## src/rtl/mips_pkg.sv

```systemverilog
// Shared definitions for the MIPS core front end: next-PC select codes,
// reset/NOP constants, instruction field positions and branch offset helper.
package mips_pkg;

    typedef enum logic [1:0] {
        NPC_SEQ = 2'd0,
        NPC_BR  = 2'd1,
        NPC_J   = 2'd2,
        NPC_JR  = 2'd3
    } npc_sel_e;

    localparam logic [31:0] PC_RESET_DEFAULT  = 32'h0000_3000;
    localparam logic [31:0] NOP_INSTR_DEFAULT = 32'h0000_0000;

    localparam int IMM16_LSB = 0;
    localparam int IMM16_MSB = 15;
    localparam int IDX_LSB   = 0;
    localparam int IDX_MSB   = 25;

    // Sign-extended word offset of a conditional branch, in bytes.
    function automatic logic [31:0] br_offset(input logic [15:0] imm16);
        return {{14{imm16[15]}}, imm16, 2'b00};
    endfunction

endpackage

```

## src/rtl/fetch_pc_stage_npc_calc.sv

```systemverilog
// Next-PC computation: sequential, branch, j/jal and jr targets with
// fixed priority jr > j > taken branch > sequential, gated by d_valid.
module npc_calc
    import mips_pkg::*;
(
    input  logic [31:0] f_pc,
    input  logic [31:0] d_pc,
    input  logic [25:0] d_idx,
    input  logic        d_valid,
    input  logic        br_en,
    input  logic        cmp_o,
    input  logic        j_en,
    input  logic        jr_en,
    input  logic [31:0] d_rs_val,
    output logic [31:0] npc
);

    logic [31:0] seq_target;
    logic [31:0] br_target;
    logic [31:0] j_target;
    logic [15:0] imm16;
    npc_sel_e    sel;

    assign imm16      = d_idx[IMM16_MSB:IMM16_LSB];
    assign seq_target = f_pc + 32'd4;
    assign br_target  = d_pc + 32'd4 + br_offset(imm16);
    assign j_target   = {d_pc[31:28], d_idx[IDX_MSB:IDX_LSB], 2'b00};

    always_comb begin
        // NOTE: default first so every path assigns sel; no latch is inferred.
        sel = NPC_SEQ;
        if (d_valid) begin
            if (jr_en)
                sel = NPC_JR;
            else if (j_en)
                sel = NPC_J;
            else if (br_en && cmp_o)
                sel = NPC_BR;
        end
    end

    always_comb begin
        npc = seq_target;
        case (sel)
            NPC_BR:  npc = br_target;
            NPC_J:   npc = j_target;
            NPC_JR:  npc = d_rs_val;
            default: npc = seq_target;
        endcase
    end

endmodule

```

## src/rtl/fetch_pc_stage.sv

```systemverilog
// F-stage PC register and F/D pipeline register with branch delay slot.
// Define BRANCH_LIKELY_EN to add d_likely and annul untaken likely delay slots.
module fetch_pc_stage
    import mips_pkg::*;
#(
    parameter logic [31:0] PC_RESET  = PC_RESET_DEFAULT,
    parameter logic [31:0] NOP_INSTR = NOP_INSTR_DEFAULT
) (
    input  logic        clk,
    input  logic        reset,
    input  logic        stall,
    input  logic [31:0] f_instr,
    input  logic        br_en,
    input  logic        cmp_o,
    input  logic        j_en,
    input  logic        jr_en,
    input  logic [31:0] d_rs_val,
`ifdef BRANCH_LIKELY_EN
    input  logic        d_likely,
`endif
    output logic [31:0] f_pc,
    output logic [31:0] d_pc,
    output logic [31:0] d_instr,
    output logic        d_valid
);

    logic [31:0] npc;
    logic        annul;

    npc_calc u_npc_calc (
        .f_pc     (f_pc),
        .d_pc     (d_pc),
        .d_idx    (d_instr[IDX_MSB:IDX_LSB]),
        .d_valid  (d_valid),
        .br_en    (br_en),
        .cmp_o    (cmp_o),
        .j_en     (j_en),
        .jr_en    (jr_en),
        .d_rs_val (d_rs_val),
        .npc      (npc)
    );

`ifdef BRANCH_LIKELY_EN
    // Untaken likely branch: the delay slot is squashed, fetch still goes sequential.
    assign annul = d_valid & br_en & d_likely & ~cmp_o;
`else
    assign annul = 1'b0;
`endif

    always_ff @(posedge clk) begin
        // NOTE: non-blocking so every register samples pre-edge values of the others.
        if (reset) begin
            f_pc    <= PC_RESET;
            d_pc    <= PC_RESET;
            d_instr <= NOP_INSTR;
            d_valid <= 1'b0;
        end else if (!stall) begin
            f_pc <= npc;
            d_pc <= f_pc;
            if (annul) begin
                d_instr <= NOP_INSTR;
                d_valid <= 1'b0;
            end else begin
                d_instr <= f_instr;
                d_valid <= 1'b1;
            end
        end
    end

endmodule

```

## config.mk

```make
export PLATFORM = sky130hd
export DESIGN_NAME = fetch_pc_stage
export DESIGN_NICKNAME = d
export VERILOG_FILES = /design/src/rtl/mips_pkg.sv /design/src/rtl/fetch_pc_stage_npc_calc.sv /design/src/rtl/fetch_pc_stage.sv
export SDC_FILE = /design/constraint.sdc
export NUM_CORES = 1
export LEC_CHECK = 0
export BUFFER_PORTS_ARGS = -buffer_cell sky130_fd_sc_hd__buf_2
export CAP_MARGIN = 20
export CORE_ASPECT_RATIO = 0.9
export CORE_MARGIN = 1.5
export CORE_UTILIZATION = 32
export DETAILED_ROUTE_END_ITERATION = 10
export GPL_TIMING_DRIVEN = 0
export PLACE_DENSITY = 0.56
export SKIP_CTS_REPAIR_TIMING = 1
export SLEW_MARGIN = 0
export SYNTH_ARGS = -nofsm -noshare
export SYNTH_HDL_FRONTEND = slang
export SYNTH_HIERARCHICAL = 1
export SYNTH_SLANG_ARGS = --single-unit
```

## constraint.sdc

```tcl
create_clock -name clk -period 5.8 [get_ports clk]
set_input_delay 0.58 -clock clk [delete_from_list [all_inputs] [get_ports clk]]
set_output_delay 0.58 -clock clk [all_outputs]
set_load 0.01 [all_outputs]
```

# Word level (Yosys, flattened, before mapping)
# Index checks and enable logic that the tools add are counted.
# classes
mux	5
addsub	3
n_eq_ne	3
n_reduce_logical	1
# ops
op	n
32-bit one-hot mux with 3 select lines	1
32-bit by 3-bit adder with 32-bit output, second input constant	2
32-bit adder	1
2-bit 2-to-1 mux	3
2-bit equality test, second input constant	2
2-bit by 1-bit equality test with 1-bit output, second input constant	1
1-bit logical AND	1
1-bit 2-to-1 mux	1
# word_totals
input_bits	71
out_inout_bits	97
ff_bits	97

# Logic depth before layout (Yosys ltp)
# logic_depth
ltp_word	7
mapped_depth	16
mapped_depth_nobuf	16

# By module
# The synthesis kept the hierarchy.
# modules_own_cells
mod	n_inst	seq_area_each_um2	cells_each	area_each_um2
fetch_pc_stage	1	1941.9	313	3522.1
npc_calc	1	0.0	420	3055.4

# Least setup slack after synthesis
# No wires, ideal clock.
# synth_path
kind	reg2reg
startpoint	reg d_instr[15]
endpoint	reg f_pc[31]
period_less_slack_ns	2.974
slack_ns	2.826
stages_incl_launch_ff	12
path_buffers	0
setup_time_ns	0.128
arrival_ns	2.847
path_cell_list	dfxtp_1 > ha_1 > ha_1 > a21oi_1 > o21bai_1 > a21oi_1 > mux2_2 > a221oi_1 > o21ai_0 > a211o_1 > mux2i_1 > nor2_1
# synth_between
elab_chain_cells	2
# synth_lines
item	line_no	rtl
start: declaration	fetch_pc_stage.sv:23	output logic [31:0] d_instr,
start signal: assignment	fetch_pc_stage.sv:64	d_instr <= f_instr;
32-bit adder	fetch_pc_stage_npc_calc.sv:26	assign br_target = d_pc + 32'd4 + br_offset(imm16);
32-bit one-hot mux with 3 select lines	fetch_pc_stage_npc_calc.sv:44	case (sel)
via npc[31]	fetch_pc_stage.sv:27	logic [31:0] npc;
end signal: assignment	fetch_pc_stage.sv:58	f_pc <= npc;
end: declaration	fetch_pc_stage.sv:21	output logic [31:0] f_pc,
# The timed path passes the listed nets, and every way through them passes these cells.
# A chain may end at the register's enable or synchronous reset.

# Worst setup path in the final report
# Same ends and word-level chain as after synthesis.

==> impl_metrics.py <==
metrics = {
    "run_status": {
        "status": "complete, no violations",
    },
    "sta": {
        "max_freq_mhz": 280,
        "fin_skew_ns": 0.00906,
        "finalMaxSlewViolations": 0,
        "rsz0062_at_grt": "false",
        "layout_min_cycle_time_ns": 3.58,
        "fin_tns_setup_ns": 0,
        "tightest_slew_ns": 0.839,
        "worst_slack_ns": 2.22,
        "hold_violations": 0,
        "period_share_pct": 61.7,
        "maxSlewHeadroom_pct": 44.1,
        "setup_viol": 0,
    },
    "flow_run": {
        "max-cap-violations": 0,
    },
    "global_route": {
        "grt-ovfl-total": 0,
        "antenna_found_initial": 0,
        "grtUsageTotal_pct": 20.5,
        "grt_pass1_wl_mm": 33.7,
        "grt_pass1_vias": 5795,
        "grt_start_max_net_pins": 19,
    },
    "clock_network": {
        "tritoncts": "done",
        "cts.clk_slew.worst_paths_ns": 0.07,
        "clock_latency_ns": 0.36,
        "cts_buffers": 9,
        "clock_sinks": 97,
        "root_buffer": "clkbuf_16",
        "clockBufferDepth": 2,
        "htreeDepth": 3,
    },
    "setup_path": {
        "critPathMaxFanout": 18,
        "max_stage_delay_ns": 0.82,
        "crit_type": "reg2reg",
        "path_buf_inv": 0,
        "crit_arrival_ns": 3.80,
        "worst_ep_required_time_ns": 6.03,
        "end_kind": "register",
        "crit_slowest_cell": "dfxtp_1",
        "crit_family": "compound AO/OA/AOI/OAI gates",
        "cp_cell_sequence": "ha_1 -> ha_1 -> a21oi_1 -> o21bai_1 -> a21oi_1 -> mux2_2 -> a221oi_1 -> o21ai_0 -> a211o_1 -> mux2i_1 -> nor2_1",
        "critPathLaunchType": "register",
    },
    "yosys": {
        "synth_seq_area_share_pct": 29.5,
        "synth_top_flop_cell": "dfxtp_1",
        "ys_ff_latch": 97,
        "yosysWarnings": 6,
        "synth_top_area_share_pct": 29.5,
        "async_reset_ff_share_pct": 0,
        "synth_edf_count": 0,
        "synth_area_um2": 6580,
        "synth_nets": 863,
        "syn_avg_cell_area_um2": 8.97,
        "netlist-cell-type-count": 63,
        "synthTopCellsByArea": "dfxtp_1 30%, mux2i_1 15%, ha_1 11%",
        "synthCells": 733,
        "synth_area_leader_cell": "dfxtp_1",
    },
    "power": {
        "swShare_pct": 27.9,
        "power_density_nw_per_um2": 211,
        "power.switching_w": 0.000475,
        "seq_power_share_pct": 43.1,
        "peakVddDrop_mv": 0.133,
        "power.share.clock_pct": 38.7,
        "internal-power_w": 0.00123,
        "cellLeakagePower_nw": 3.95,
        "combPwrFrac_pct": 18.2,
    },
    "layout": {
        "mostFrequentLayoutCells": "170 x buf_2, 118 x nor2_1, 97 x mux2i_1, 97 x dfxtp_1, 58 x ha_1",
        "seq_area_um2": 1940,
        "multi_input_area_um2": 4270,
        "final_common_cell": "buf_2",
        "fill_cells": 2093,
        "layout.cells.non_filler": 1169,
        "n_antenna_cell": 0,
        "layout.nets": 1039,
        "drive_above_1_share_pct": 22.8,
        "area_delta_synth_final_pct": 22.4,
        "fin_util_pct": 40.2,
    },
    "floorplanning": {
        "num_rows": 49,
        "core_um2": 20000,
        "io_pins": 168,
        "dieArea_um2": 21400,
        "fp.dieH_um": 139,
        "die_w_um": 154,
        "start_util_pct": 32.8,
    },
    "worst_hold_path": {
        "hold_path_class": "in2reg",
    },
    "route": {
        "wl_per_cell_um": 18.7,
        "ant_nets": 0,
        "drt_first_pass_iters": 5,
        "drc": 0,
        "finalWirelength_mm": 21.9,
        "num_vias": 6196,
        "vias_per_cell": 5.30,
        "first_iter_violations": 547,
    },
    "placement": {
        "place_ws_ns": 2.28,
        "gp_congestion": 0.906,
        "port_buffers": 165,
        "dp_cells": 1153,
        "hpwl_mm": 16.8,
    },
}
## path summary, 6_finish.rpt
check	to	slack (ns)	cells after the start	startpoint
worst min-delay path	d_instr[18]	0.45	3	f_instr[18]
worst max-delay path	f_pc[31]	2.22	11	d_instr[15]
worst max register to register	f_pc[31]	2.22	11	d_instr[15]
worst min register to register	d_valid	0.50	2	d_valid
## cell families after synthesis
family / Yosys count / share of synthesized area [%]
buffers and inverters: 54 / 5.57
and+or+nand+nor: 228 / 16.0
xor gates and xnor gates: 48 / 6.39
muxes: 98 / 14.9
AOI/OAI and AO/OA: 149 / 16.2
DFF: 97 / 29.5
adders and majority gates: 59 / 11.3
## sequential cells by signal (all words and copies together) (netlist names)
| signal | count |
|---|---|
| f_pc | 32 |
| d_valid | 1 |
| d_pc | 32 |
| d_instr | 32 |
## stage by stage
step | total power, W | instance area [um2] | hold slack (ns)
2_1_floorplan | 0.000938 | 6580 | 0.485
3_3_place_gp | 0.00106 | 7720 | 0.454
3_5_place_dp | 0.00106 | 7720 | 0.471
4_1_cts | 0.00172 | 8050 | 0.441
5_1_grt | 0.00178 | 8050 | 0.449
6_report | 0.00170 | 8050 | 0.448
## Yosys cell counts (all sizes together) (10+ instances only)
master  instances
nand2          32
xor2           18
a21oi          33
nand3          18
a222oi         22
nor2          118
nand4          16
ha             58
inv            15
nor2b          10
mux2i          97
dfxtp          97
xnor2          30
clkbuf         23
o21ai          34
buf            16
## metal layers
| layer | track usage (%) | wire length (um) | vias up |
|---|---|---|---|
| li1 | - | - | 3056 |
| met1 | 29.4 | 10600 | 2910 |
| met2 | 30.9 | 9510 | 214 |
| met3 | 4.44 | 1480 | 16 |
| met4 | 5.11 | 274 | 0 |
| met5 | 0 | 0 | - |
## worst reg2reg max path, stage by stage (launching register included)
cell      delay [ns]
dfxtp_1         0.82
ha_1            0.39
ha_1            0.39
a21oi_1         0.34
o21bai_1        0.10
a21oi_1         0.22
mux2_2          0.35
a221oi_1        0.27
o21ai_0         0.14
a211o_1         0.26
mux2i_1         0.12
nor2_1          0.05
## power by group through the flow
stage | Clock [W] | Combinational, W | Sequential (W)
floorplan | 0 | 0.000187 | 0.000751
global placement | 0 | 0.000307 | 0.000748
detailed placement | 0 | 0.000309 | 0.000749
CTS | 0.000673 | 0.000311 | 0.000734
global route | 0.000698 | 0.000343 | 0.000739
finish | 0.000658 | 0.000309 | 0.000734
## cell type report
| type | count | area share (%) |
|---|---|---|
| multi-input cells | 582 | 53.0 |
| flip-flops and latches | 97 | 24.1 |
| plain buffers | 39 | 3.85 |
| repair buffers | 165 | 10.3 |
| well taps | 255 | 3.96 |
| clock inverters | 1 | 0.373 |
| inverters | 15 | 0.699 |
| clock buffers | 15 | 3.70 |
Power figures use the tool's default switching activity.
